===== src/rtl/pll_lock_sequencer_if.sv =====
// Control/status bundle between the PLL lock sequencer (master) and the PLL/system side (slave).
interface pll_lock_sequencer_if;
  logic       PLL_LOCK;
  logic       RESTART;
  logic       PLL_RESETB;
  logic       PLL_BYPASS;
  logic       SYS_RESET;
  logic       PLL_READY;
  logic       PLL_FAIL;
  logic [2:0] STATE;
  logic [3:0] RETRY_CNT;
  logic [7:0] LOSS_CNT;

  modport master (
    input  PLL_LOCK, RESTART,
    output PLL_RESETB, PLL_BYPASS, SYS_RESET, PLL_READY, PLL_FAIL,
           STATE, RETRY_CNT, LOSS_CNT
  );

  modport slave (
    output PLL_LOCK, RESTART,
    input  PLL_RESETB, PLL_BYPASS, SYS_RESET, PLL_READY, PLL_FAIL,
           STATE, RETRY_CNT, LOSS_CNT
  );
endinterface


===== src/rtl/pll_lock_sequencer.sv =====
// PLL reset/lock sequencer: RST -> WAIT -> SETTLE -> RUN with timeout retries and a terminal FAIL.
// Optional bypass fallback in FAIL is enabled by defining PLL_SEQ_BYPASS_FALLBACK_EN.
module pll_lock_sequencer #(
  parameter int unsigned RST_CYCLES    = 16,
  parameter int unsigned LOCK_TIMEOUT  = 12000,
  parameter int unsigned SETTLE_CYCLES = 1200,
  parameter int unsigned MAX_RETRIES   = 3
) (
  input  logic                 CLK,
  input  logic                 RESET,
  pll_lock_sequencer_if.master bus
);

  typedef enum logic [2:0] {
    ST_RST    = 3'd0,
    ST_WAIT   = 3'd1,
    ST_SETTLE = 3'd2,
    ST_RUN    = 3'd3,
    ST_FAIL   = 3'd4
  } state_e;

  localparam logic [15:0] RST_LOAD    = 16'(RST_CYCLES);
  localparam logic [15:0] WAIT_LOAD   = 16'(LOCK_TIMEOUT);
  localparam logic [15:0] SETTLE_LOAD = 16'(SETTLE_CYCLES);
  localparam logic [3:0]  RETRY_MAX   = 4'(MAX_RETRIES);

  state_e      state_q, state_d;
  logic [15:0] cnt_q, cnt_d;
  logic        sync1_q, lock_s_q;
  logic [3:0]  retry_q, retry_d, retry_inc;
  logic [7:0]  loss_q, loss_d;
  logic        resetb_q, resetb_d;
  logic        sys_reset_q, sys_reset_d;
  logic        ready_q, ready_d;
  logic        fail_q, fail_d;
  logic        lock_lost;

  // NOTE: every always_comb output gets a default first so no path leaves it unassigned (no latch).
  always_comb begin
    state_d   = state_q;
    cnt_d     = cnt_q;
    retry_d   = retry_q;
    loss_d    = loss_q;
    retry_inc = retry_q + 4'd1;
    lock_lost = (state_q == ST_RUN) && !lock_s_q;

    // A lock loss is counted even when RESTART wins the transition.
    if (lock_lost && (loss_q != 8'hFF)) loss_d = loss_q + 8'd1;

    if (bus.RESTART) begin
      state_d = ST_RST;
      cnt_d   = RST_LOAD;
      retry_d = '0;
    end else begin
      case (state_q)
        ST_RST: begin
          if (cnt_q == 16'd1) begin
            state_d = ST_WAIT;
            cnt_d   = WAIT_LOAD;
          end else begin
            cnt_d = cnt_q - 16'd1;
          end
        end
        ST_WAIT: begin
          if (lock_s_q) begin
            state_d = ST_SETTLE;
            cnt_d   = SETTLE_LOAD;
          end else if (cnt_q == 16'd1) begin
            retry_d = retry_inc;
            cnt_d   = RST_LOAD;
            state_d = (retry_inc >= RETRY_MAX) ? ST_FAIL : ST_RST;
          end else begin
            cnt_d = cnt_q - 16'd1;
          end
        end
        ST_SETTLE: begin
          if (!lock_s_q) begin
            state_d = ST_WAIT;
            cnt_d   = WAIT_LOAD;
          end else if (cnt_q == 16'd1) begin
            state_d = ST_RUN;
          end else begin
            cnt_d = cnt_q - 16'd1;
          end
        end
        ST_RUN: begin
          if (lock_lost) begin
            state_d = ST_RST;
            cnt_d   = RST_LOAD;
            retry_d = '0;
          end
        end
        ST_FAIL: ;
        default: begin
          state_d = ST_RST;
          cnt_d   = RST_LOAD;
        end
      endcase
    end
  end

  // Outputs are decoded from the next state so they change in the same cycle as STATE.
  always_comb begin
`ifdef PLL_SEQ_BYPASS_FALLBACK_EN
    resetb_d    = (state_d != ST_RST);
    sys_reset_d = (state_d != ST_RUN) && (state_d != ST_FAIL);
`else
    resetb_d    = (state_d == ST_WAIT) || (state_d == ST_SETTLE) || (state_d == ST_RUN);
    sys_reset_d = (state_d != ST_RUN);
`endif
    ready_d = (state_d == ST_RUN);
    fail_d  = (state_d == ST_FAIL);
  end

  // NOTE: sequential state uses non-blocking assignments so all flops update from pre-edge values.
  always_ff @(posedge CLK) begin
    if (RESET) begin
      state_q     <= ST_RST;
      cnt_q       <= RST_LOAD;
      sync1_q     <= 1'b0;
      lock_s_q    <= 1'b0;
      retry_q     <= '0;
      loss_q      <= '0;
      resetb_q    <= 1'b0;
      sys_reset_q <= 1'b1;
      ready_q     <= 1'b0;
      fail_q      <= 1'b0;
    end else begin
      state_q     <= state_d;
      cnt_q       <= cnt_d;
      sync1_q     <= bus.PLL_LOCK;
      lock_s_q    <= sync1_q;
      retry_q     <= retry_d;
      loss_q      <= loss_d;
      resetb_q    <= resetb_d;
      sys_reset_q <= sys_reset_d;
      ready_q     <= ready_d;
      fail_q      <= fail_d;
    end
  end

`ifdef PLL_SEQ_BYPASS_FALLBACK_EN
  logic bypass_q;

  always_ff @(posedge CLK) begin
    if (RESET) bypass_q <= 1'b0;
    else       bypass_q <= (state_d == ST_FAIL);
  end

  assign bus.PLL_BYPASS = bypass_q;
`else
  assign bus.PLL_BYPASS = 1'b0;
`endif

  assign bus.PLL_RESETB = resetb_q;
  assign bus.SYS_RESET  = sys_reset_q;
  assign bus.PLL_READY  = ready_q;
  assign bus.PLL_FAIL   = fail_q;
  assign bus.STATE      = state_q;
  assign bus.RETRY_CNT  = retry_q;
  assign bus.LOSS_CNT   = loss_q;

endmodule

===== src/flat_wrapper.sv =====
// flat-port wrapper written by rule: the top's interface ports become plain ports
module pll_lock_sequencer_flat 
#(
  parameter int unsigned RST_CYCLES    = 16,
  parameter int unsigned LOCK_TIMEOUT  = 12000,
  parameter int unsigned SETTLE_CYCLES = 1200,
  parameter int unsigned MAX_RETRIES   = 3
)
  (CLK, RESET, bus_PLL_LOCK, bus_RESTART, bus_PLL_RESETB, bus_PLL_BYPASS, bus_SYS_RESET, bus_PLL_READY, bus_PLL_FAIL, bus_STATE, bus_RETRY_CNT, bus_LOSS_CNT);
  pll_lock_sequencer_if bus_i ();
  input  logic CLK;
  input  logic RESET;
  input wire logic [$bits(bus_i.PLL_LOCK)-1:0] bus_PLL_LOCK;
  input wire logic [$bits(bus_i.RESTART)-1:0] bus_RESTART;
  output wire logic [$bits(bus_i.PLL_RESETB)-1:0] bus_PLL_RESETB;
  output wire logic [$bits(bus_i.PLL_BYPASS)-1:0] bus_PLL_BYPASS;
  output wire logic [$bits(bus_i.SYS_RESET)-1:0] bus_SYS_RESET;
  output wire logic [$bits(bus_i.PLL_READY)-1:0] bus_PLL_READY;
  output wire logic [$bits(bus_i.PLL_FAIL)-1:0] bus_PLL_FAIL;
  output wire logic [$bits(bus_i.STATE)-1:0] bus_STATE;
  output wire logic [$bits(bus_i.RETRY_CNT)-1:0] bus_RETRY_CNT;
  output wire logic [$bits(bus_i.LOSS_CNT)-1:0] bus_LOSS_CNT;
  assign bus_i.PLL_LOCK = bus_PLL_LOCK;
  assign bus_i.RESTART = bus_RESTART;
  assign bus_PLL_RESETB = bus_i.PLL_RESETB;
  assign bus_PLL_BYPASS = bus_i.PLL_BYPASS;
  assign bus_SYS_RESET = bus_i.SYS_RESET;
  assign bus_PLL_READY = bus_i.PLL_READY;
  assign bus_PLL_FAIL = bus_i.PLL_FAIL;
  assign bus_STATE = bus_i.STATE;
  assign bus_RETRY_CNT = bus_i.RETRY_CNT;
  assign bus_LOSS_CNT = bus_i.LOSS_CNT;
  pll_lock_sequencer #(.RST_CYCLES(RST_CYCLES), .LOCK_TIMEOUT(LOCK_TIMEOUT), .SETTLE_CYCLES(SETTLE_CYCLES), .MAX_RETRIES(MAX_RETRIES)) u_core (.CLK(CLK), .RESET(RESET), .bus(bus_i));
endmodule

===== config.mk =====
export PLATFORM = sky130hd
export DESIGN_NAME = pll_lock_sequencer_flat
export DESIGN_NICKNAME = d
export VERILOG_FILES = /design/src/rtl/pll_lock_sequencer_if.sv /design/src/rtl/pll_lock_sequencer.sv /design/src/flat_wrapper.sv
export SDC_FILE = /design/constraint.sdc
export NUM_CORES = 1
export LEC_CHECK = 0
export ABC_AREA = 1
export CELL_PAD_IN_SITES_DETAIL_PLACEMENT = 1
export CELL_PAD_IN_SITES_GLOBAL_PLACEMENT = 2
export CORE_MARGIN = 10
export CORE_UTILIZATION = 25
export CTS_CLUSTER_DIAMETER = 30
export DETAILED_ROUTE_END_ITERATION = 8
export PLACE_DENSITY = 0.76
export SLEW_MARGIN = 20
export SYNTH_ARGS = -nofsm -noshare
export SYNTH_HDL_FRONTEND = slang
export SYNTH_SLANG_ARGS = --single-unit

===== constraint.sdc =====
create_clock -name CLK -period 1.6 [get_ports CLK]
set_input_delay 0.32 -clock CLK [delete_from_list [all_inputs] [get_ports CLK]]
set_output_delay 0.32 -clock CLK [all_outputs]
set_load 0.005 [all_outputs]

==> results.json, run 1 <==
{
  "detail_route.vias_per_cell": 4.590,
  "ant_nets": 0,
  "power_density_cells_nw_per_um2": 673.5,
  "finalHoldViolCount": 0,
  "endpoint_kind": "flip-flop",
  "first_global_vias": 2149,
  "worst_hold_path_type": "flip-flop to flip-flop",
  "htree_levels": 2,
  "run_status": "finished clean",
  "tritoncts": "yes",
  "synth_fa_ha_area_frac": 0.03100,
  "nets": 379,
  "ctsLongestPathBuffers": 2,
  "design.portCount": 24,
  "critPathTopFamily": "compound AO/OA/AOI/OAI gates",
  "routed_wl_mm": 6.163,
  "tritoncts_num_sinks": 37,
  "synth.lib_cells_used.distinct": 32,
  "postPlaceCellArea_um2": 2586,
  "synth.area.mux_share": 0,
  "async_flop_share": 0,
  "grt_setup_unrepaired": "yes",
  "cts.root.buffer_cell": "sky130_fd_sc_hd__clkbuf_8",
  "final_period_minus_worst_setup_slack_ns": 1.531,
  "yosysWarnings": 0,
  "post_route_cells_drive_above_1_share": 0.3073,
  "die_y_um": 109.9,
  "cells_along_the_critical_path": "inv_2, ha_4, nand2_2, nor2_4, nand3_4, o21ai_1, o21ai_1, o21ai_2, buf_6, a21oi_1",
  "grt_overall_usage": 0.1045,
  "critical_path_class": "flip-flop to flip-flop",
  "nature_of_the_critical_path_startpoint": "flip-flop",
  "initialDrtViolationCount": 66,
  "max_stage_delay_ns": 0.33,
  "final-instance-count-excl-fill": 473,
  "finalInstanceArea_um2": 2897,
  "die_area_um2": 12070,
  "crit_share_post_route": 0.9571,
  "path_max_fanout": 8,
  "seq_area_frac_synth": 0.3670,
  "worstPathRequired_ns": 1.79,
  "postSynthAreaPerCell_um2": 6.510,
  "port_buffer_cells": 22,
  "p_leak_nw": 1.306,
  "leading_cell_types_in_the_layout_fill_and_taps_excluded": "78 x sky130_fd_sc_hd__nand2_1, 34 x sky130_fd_sc_hd__buf_4, 30 x sky130_fd_sc_hd__nor2_1, 25 x sky130_fd_sc_hd__inv_1",
  "grt_antenna_before_repair": 0,
  "synth-seq-cells": 37,
  "crit_arrival_ns": 1.72,
  "gp_congestion": 0.7913,
  "gr-total-overflow": 0,
  "finalSetupTns_ns": 0,
  "floorplan.rows": 32,
  "setup_viol": 0,
  "synthesis.instances": 310,
  "compound_gate_portion_of_the_synthesized_area": 0.1209,
  "design.core.area_um2": 7807,
  "latest_clock_arrival_within_the_worst_skew_pair_ns": 0.30,
  "synthesis.nets": 319,
  "tritoncts.num_buffers": 5,
  "drv_cap": 0,
  "die_width_um": 109.9,
  "detail_route.first_pass.iterations": 4,
  "clock-skew-final_ns": 0.01020,
  "maximum_number_of_pins_on_one_net_before_global_route_repair": 22,
  "detailed_placement_wirelength_estimate_mm": 4.776,
  "most_common_cell_after_layout_fill_and_taps_aside": "sky130_fd_sc_hd__nand2_1",
  "slew_violations": 0,
  "crit_slowest_cell": "sky130_fd_sc_hd__dfxtp_1",
  "synth_top_family_by_area": "simple AND/OR/NAND/NOR gates",
  "vdd_ir_drop_max_v": 0.0004306,
  "finalCoreUtilization": 0.3710,
  "place_inst": 463,
  "synth-simple-area-share": 0.3751,
  "path_clk_slew_ns": 0.09,
  "grt_pass1_wl_mm": 10.12,
  "yosys.area_share.xor_xnor": 0.02170,
  "maxClockFrequency_mhz": 653.0,
  "drc_errors": 0,
  "wire_per_inst_um": 13.03,
  "critical-path-top-cell-by-count": "sky130_fd_sc_hd__o21ai_1",
  "critical_path.n_buffers_inverters": 2,
  "synthToLayoutAreaGrowth_pct": 43.52,
  "dr_total_vias": 2171,
  "synth_flop_cell": "sky130_fd_sc_hd__dfxtp_1",
  "floorplan.initialDensity": 0.2585,
  "num_antenna_cells": 0,
  "synth_enable_flop_cells": 0,
  "synth.cell_area_um2": 2018
}
## tightest hold or removal path, delay by kind of cell, from the launching register on
| family | cells | cell delay (ns) |
|---|---|---|
| flops | 1 | 0.30 |
| buf+inv | 1 | 0.04 |
| simple gates | 1 | 0.03 |
## power breakdown
group	total [mW]	internal, mW	switching (mW)
Sequential	0.963	0.939	0.0246
Clock	0.684	0.306	0.378
Combinational	0.304	0.131	0.173
Total	1.95	1.38	0.575
## layout make-up
type | instances | area, um^2
Fill cell | 979 | 4911
Inverter | 35 | 136.4
Sequential cell | 37 | 763.2
Multi-Input combinational cell | 233 | 1272
Clock inverter | 3 | 22.52
Timing Repair Buffer | 58 | 505.5
Clock buffer | 5 | 68.82
Tap cell | 102 | 127.6
## what timing repair did
action,4_1_cts,5_1_grt
pin swaps,1,10
gates cloned,0,0
hold buffers,0,0
gates resized for setup,10,67
setup endpoints to repair,13,37
setup buffers,0,2
## sequential cells by signal, indices dropped and copies added (netlist names)
signal                 flops
u_core.cnt_q              16
u_core.bus.LOSS_CNT        8
u_core.bus.RETRY_CNT       4
u_core.bus.STATE           3
u_core.bus.PLL_FAIL        1
u_core.bus.PLL_READY       1
u_core.bus.PLL_RESETB      1
u_core.bus.SYS_RESET       1
u_core.lock_s_q            1
u_core.sync1_q             1
## through the flow
stage	total power [mW]	hold slack [ns]	setup WS, ns
after floorplan	1.144	0.3883	0.1634
after global placement	1.237	0.3932	0.02410
after detailed placement	1.242	0.4036	-0.001158
after CTS	1.939	0.4147	0.01010
after global routing	2.069	0.4295	-0.05167
final	1.951	0.4076	0.06863
## per-layer routing
metal,vias up,global-route usage,part of all wire
met1,1023,0.1285,0.44
met4,0,0.03067,0.0091
met2,28,0.1689,0.50
li1,1114,-,-
met5,-,0,0
met3,6,0.03511,0.047
## logic make-up after synthesis
logic type	after synthesis
xor gates and xnor gates	5
other	1
buffers and inverters	40
and+or+nand+nor	177
adders and majority gates	5
AOI/OAI and AO/OA	45
DFF	37
## synthesized netlist by cell type, types with 2 or more instances
cell,n,area (um^2)
sky130_fd_sc_hd__nand2_1,85,319.1
sky130_fd_sc_hd__nor2_1,49,183.9
sky130_fd_sc_hd__dfxtp_1,37,740.7
sky130_fd_sc_hd__inv_1,30,112.6
sky130_fd_sc_hd__a21oi_1,22,110.1
sky130_fd_sc_hd__nand3_1,22,110.1
sky130_fd_sc_hd__o21ai_0,11,55.05
sky130_fd_sc_hd__ha_1,5,62.56
sky130_fd_sc_hd__nand4_1,5,31.28
sky130_fd_sc_hd__nor2_2,5,31.28
sky130_fd_sc_hd__o21ai_1,5,25.02
sky130_fd_sc_hd__inv_2,4,15.01
sky130_fd_sc_hd__nand3b_1,3,22.52
sky130_fd_sc_hd__xor2_1,3,26.28
sky130_fd_sc_hd__a22oi_1,2,15.01
sky130_fd_sc_hd__buf_4,2,15.01
sky130_fd_sc_hd__nand2_2,2,12.51
sky130_fd_sc_hd__nand3_2,2,20.02
sky130_fd_sc_hd__nor3_1,2,10.01
sky130_fd_sc_hd__xnor2_1,2,17.52
## final timing paths
path,startpoint,endpoint,slack [ns],cells after the start
max,u_core.cnt_q[1],u_core.cnt_q[0],0.07,10
max reg2reg,u_core.cnt_q[1],u_core.cnt_q[0],0.07,10
min reg2reg,u_core.sync1_q,u_core.lock_s_q,0.41,2
min,u_core.sync1_q,u_core.lock_s_q,0.41,2
Note: power is estimated with default switching activity, not from simulation.
==> run 2: changes to the inputs <==
CORE_MARGIN = unset   (was 10)
SKIP_LAST_GASP = 1   (was unset)
==> run 2 against run 1 <==
Compared with the run above:
- utilization rose by 1.2 points
- global-route usage increased by 4.9 points
- clock skew fell by 0.0064 ns
- sequential share of layout area is 0.97 points lower
- register-to-register slack worse by 0.04 ns
- first-iteration DRC count shrank 3.0%
- highest routed layer unchanged
- clock power increased by 22%
- non-clock buffer count up 6
- combinational power increased by 2%
==> results.json, run 2 (same netlist as run 1, synthesis figures left out) <==
{
  "die_width_um": 91.85,
  "detail_route.vias_per_cell": 4.563,
  "max_stage_delay_ns": 0.33,
  "nets": 386,
  "setup_viol": 0,
  "dr_total_vias": 2190,
  "largest_register_ff_count": 16,
  "power_density_cells_nw_per_um2": 706.4,
  "vdd_ir_drop_max_v": 0.0003349,
  "floorplan.initialDensity": 0.2598,
  "gr-total-overflow": 0,
  "largest-register": "u_core.cnt_q",
  "detailed_placement_wirelength_estimate_mm": 4.607,
  "drv_cap": 0,
  "logic_depth_of_the_worst_register_to_register_path": 11,
  "crit_share_post_route": 0.9799,
  "latest_clock_arrival_within_the_worst_skew_pair_ns": 0.29,
  "run_status": "finished clean",
  "drc_errors": 0,
  "tritoncts_num_sinks": 37,
  "slew_violations": 0,
  "power_switching_share": 0.2681,
  "most_common_cell_after_layout_fill_and_taps_aside": "sky130_fd_sc_hd__nand2_1",
  "comb_power_share": 0.147,
  "worstPathRequired_ns": 1.82,
  "cts.root.buffer_cell": "sky130_fd_sc_hd__clkbuf_8",
  "post_route_cells_drive_above_1_share": 0.2937,
  "ctsLongestPathBuffers": 2,
  "pre_cts_slack_ns": -0.1583,
  "endpoint_kind": "flip-flop",
  "num_antenna_cells": 0,
  "wire_per_inst_um": 12.92,
  "first_global_vias": 2307,
  "grt_overall_usage": 0.1533,
  "switching_component_of_the_power_mw": 0.5639,
  "design.core.area_um2": 7767,
  "design.portCount": 24,
  "p_leak_nw": 1.376,
  "path_max_fanout": 8,
  "port_buffer_cells": 22,
  "initialDrtViolationCount": 64,
  "detail_route.first_pass.iterations": 4,
  "internal_power_mw": 1.540,
  "tritoncts": "yes",
  "path_clk_slew_ns": 0.08,
  "worst_hold_path_type": "flip-flop to flip-flop",
  "min_from": "u_core.sync1_q",
  "share_of_total_power_in_the_clock_network": 0.396,
  "grt_antenna_before_repair": 0,
  "die_y_um": 91.85,
  "final_period_minus_worst_setup_slack_ns": 1.568,
  "routed_wl_mm": 6.202,
  "critical_path_class": "flip-flop to flip-flop",
  "place_inst": 467,
  "cells_along_the_critical_path": "inv_2, ha_4, nand2_1, nor2_1, nand2_2, inv_2, nand3_4, nand2_8, buf_6, nand2_1, a21oi_1",
  "grt_setup_unrepaired": "yes",
  "worst_hold_path.endpoint": "u_core.lock_s_q",
  "tritoncts.num_buffers": 5,
  "ant_nets": 0,
  "cts_hold_buf": 0,
  "leading_cell_types_in_the_layout_fill_and_taps_excluded": "78 x sky130_fd_sc_hd__nand2_1, 38 x sky130_fd_sc_hd__buf_4, 37 x sky130_fd_sc_hd__nor2_1, 25 x sky130_fd_sc_hd__inv_1, 25 x sky130_fd_sc_hd__dfxtp_1",
  "maxClockFrequency_mhz": 637.9,
  "grt_pass1_wl_mm": 10.47,
  "power_frac_seq": 0.457,
  "r2r-start": "u_core.cnt_q[1]",
  "maximum_number_of_pins_on_one_net_before_global_route_repair": 22,
  "setup_slack_ns": 0.03223,
  "gp_congestion": 0.8312,
  "crit_slowest_cell": "sky130_fd_sc_hd__dfxtp_2",
  "holdPathStages": 2,
  "clock-skew-final_ns": 0.003767,
  "r2r-end": "u_core.cnt_q[5]",
  "final-instance-count-excl-fill": 480,
  "synthToLayoutAreaGrowth_pct": 47.55,
  "htree_levels": 2,
  "nature_of_the_critical_path_startpoint": "flip-flop",
  "crit_arrival_ns": 1.78,
  "die_area_um2": 8436,
  "r2r_slack_ns": 0.03,
  "floorplan.rows": 32,
  "finalHoldViolCount": 0
}
-- run 2: what timing repair did --
action                     CTS  global route
hold endpoints to repair     0             0
gates resized for setup     13            55
setup endpoints to repair   14            36
cloned                       0             1
pin swaps                    3            11
buffers inserted             1             3
-- run 2: cell type report --
class	count	area, um^2
multi-input cells	233	1257
clock inverters	3	46.29
fillers	996	4790
repair inverters	1	11.26
clock buffers	5	68.82
inverters	35	143.9
repair buffers	64	566.8
flip-flops and latches	37	755.7
well taps	102	127.6
-- run 2: per-layer routing --
| layer | part of all wire | GRT usage | wire (um) | up-vias |
|---|---|---|---|---|
| li1 | - | - | - | 1123 |
| met1 | 0.46 | 0.1850 | 2844 | 1032 |
| met2 | 0.50 | 0.2799 | 3108 | 28 |
| met3 | 0.030 | 0.02736 | 188 | 7 |
| met4 | 0.0098 | 0.03516 | 61 | 0 |
| met5 | 0 | 0 | 0 | - |
-- run 2: worst max-delay path by stage --
stage	startpoint	cells after the start	slack [ns]	endpoint
finish	u_core.cnt_q[1]	11	0.03	u_core.cnt_q[5]
global route	u_core.cnt_q[1]	10	-0.11	u_core.bus.RETRY_CNT[0]
CTS	u_core.cnt_q[0]	8	-0.01	u_core.cnt_q[14]
detailed placement	u_core.cnt_q[1]	9	-0.16	u_core.cnt_q[1]
global placement	u_core.cnt_q[0]	8	-0.09	u_core.cnt_q[1]
floorplan	u_core.bus.LOSS_CNT[0]	10	0.16	u_core.bus.LOSS_CNT[6]
-- run 2: critical path, delay by kind of cell (launching register included) --
kind            cells  cell delay (ns)
simple gates        6             0.53
fa+ha+maj           1             0.14
flops               1             0.33
buf+inv             3             0.30
compound gates      1             0.18
-- run 2: per-stage QoR --
stage                     setup TNS [ns]    util  hold WS [ns]  instance area (um^2)  power (mW)
after floorplan                        0       -        0.3883                  2018       1.144
after global placement           -0.6496  0.3368        0.3922                  2616       1.235
after detailed placement          -1.136  0.3368        0.4008                  2616       1.243
after CTS                       -0.01496  0.3574        0.4127                  2776       2.097
after global routing             -0.7837  0.3834        0.4203                  2978       2.211
final                                  0  0.3834        0.3994                  2978       2.104
-- run 2: power by group through the flow --
stage          clock network, mW  registers [mW]  logic (mW)
3_3_place_gp                   0           0.979       0.257
3_5_place_dp                   0           0.979       0.264
2_1_floorplan                  0           0.977       0.167
6_report                   0.832           0.962       0.309
5_1_grt                    0.896           0.966       0.350
4_1_cts                    0.861           0.958       0.278
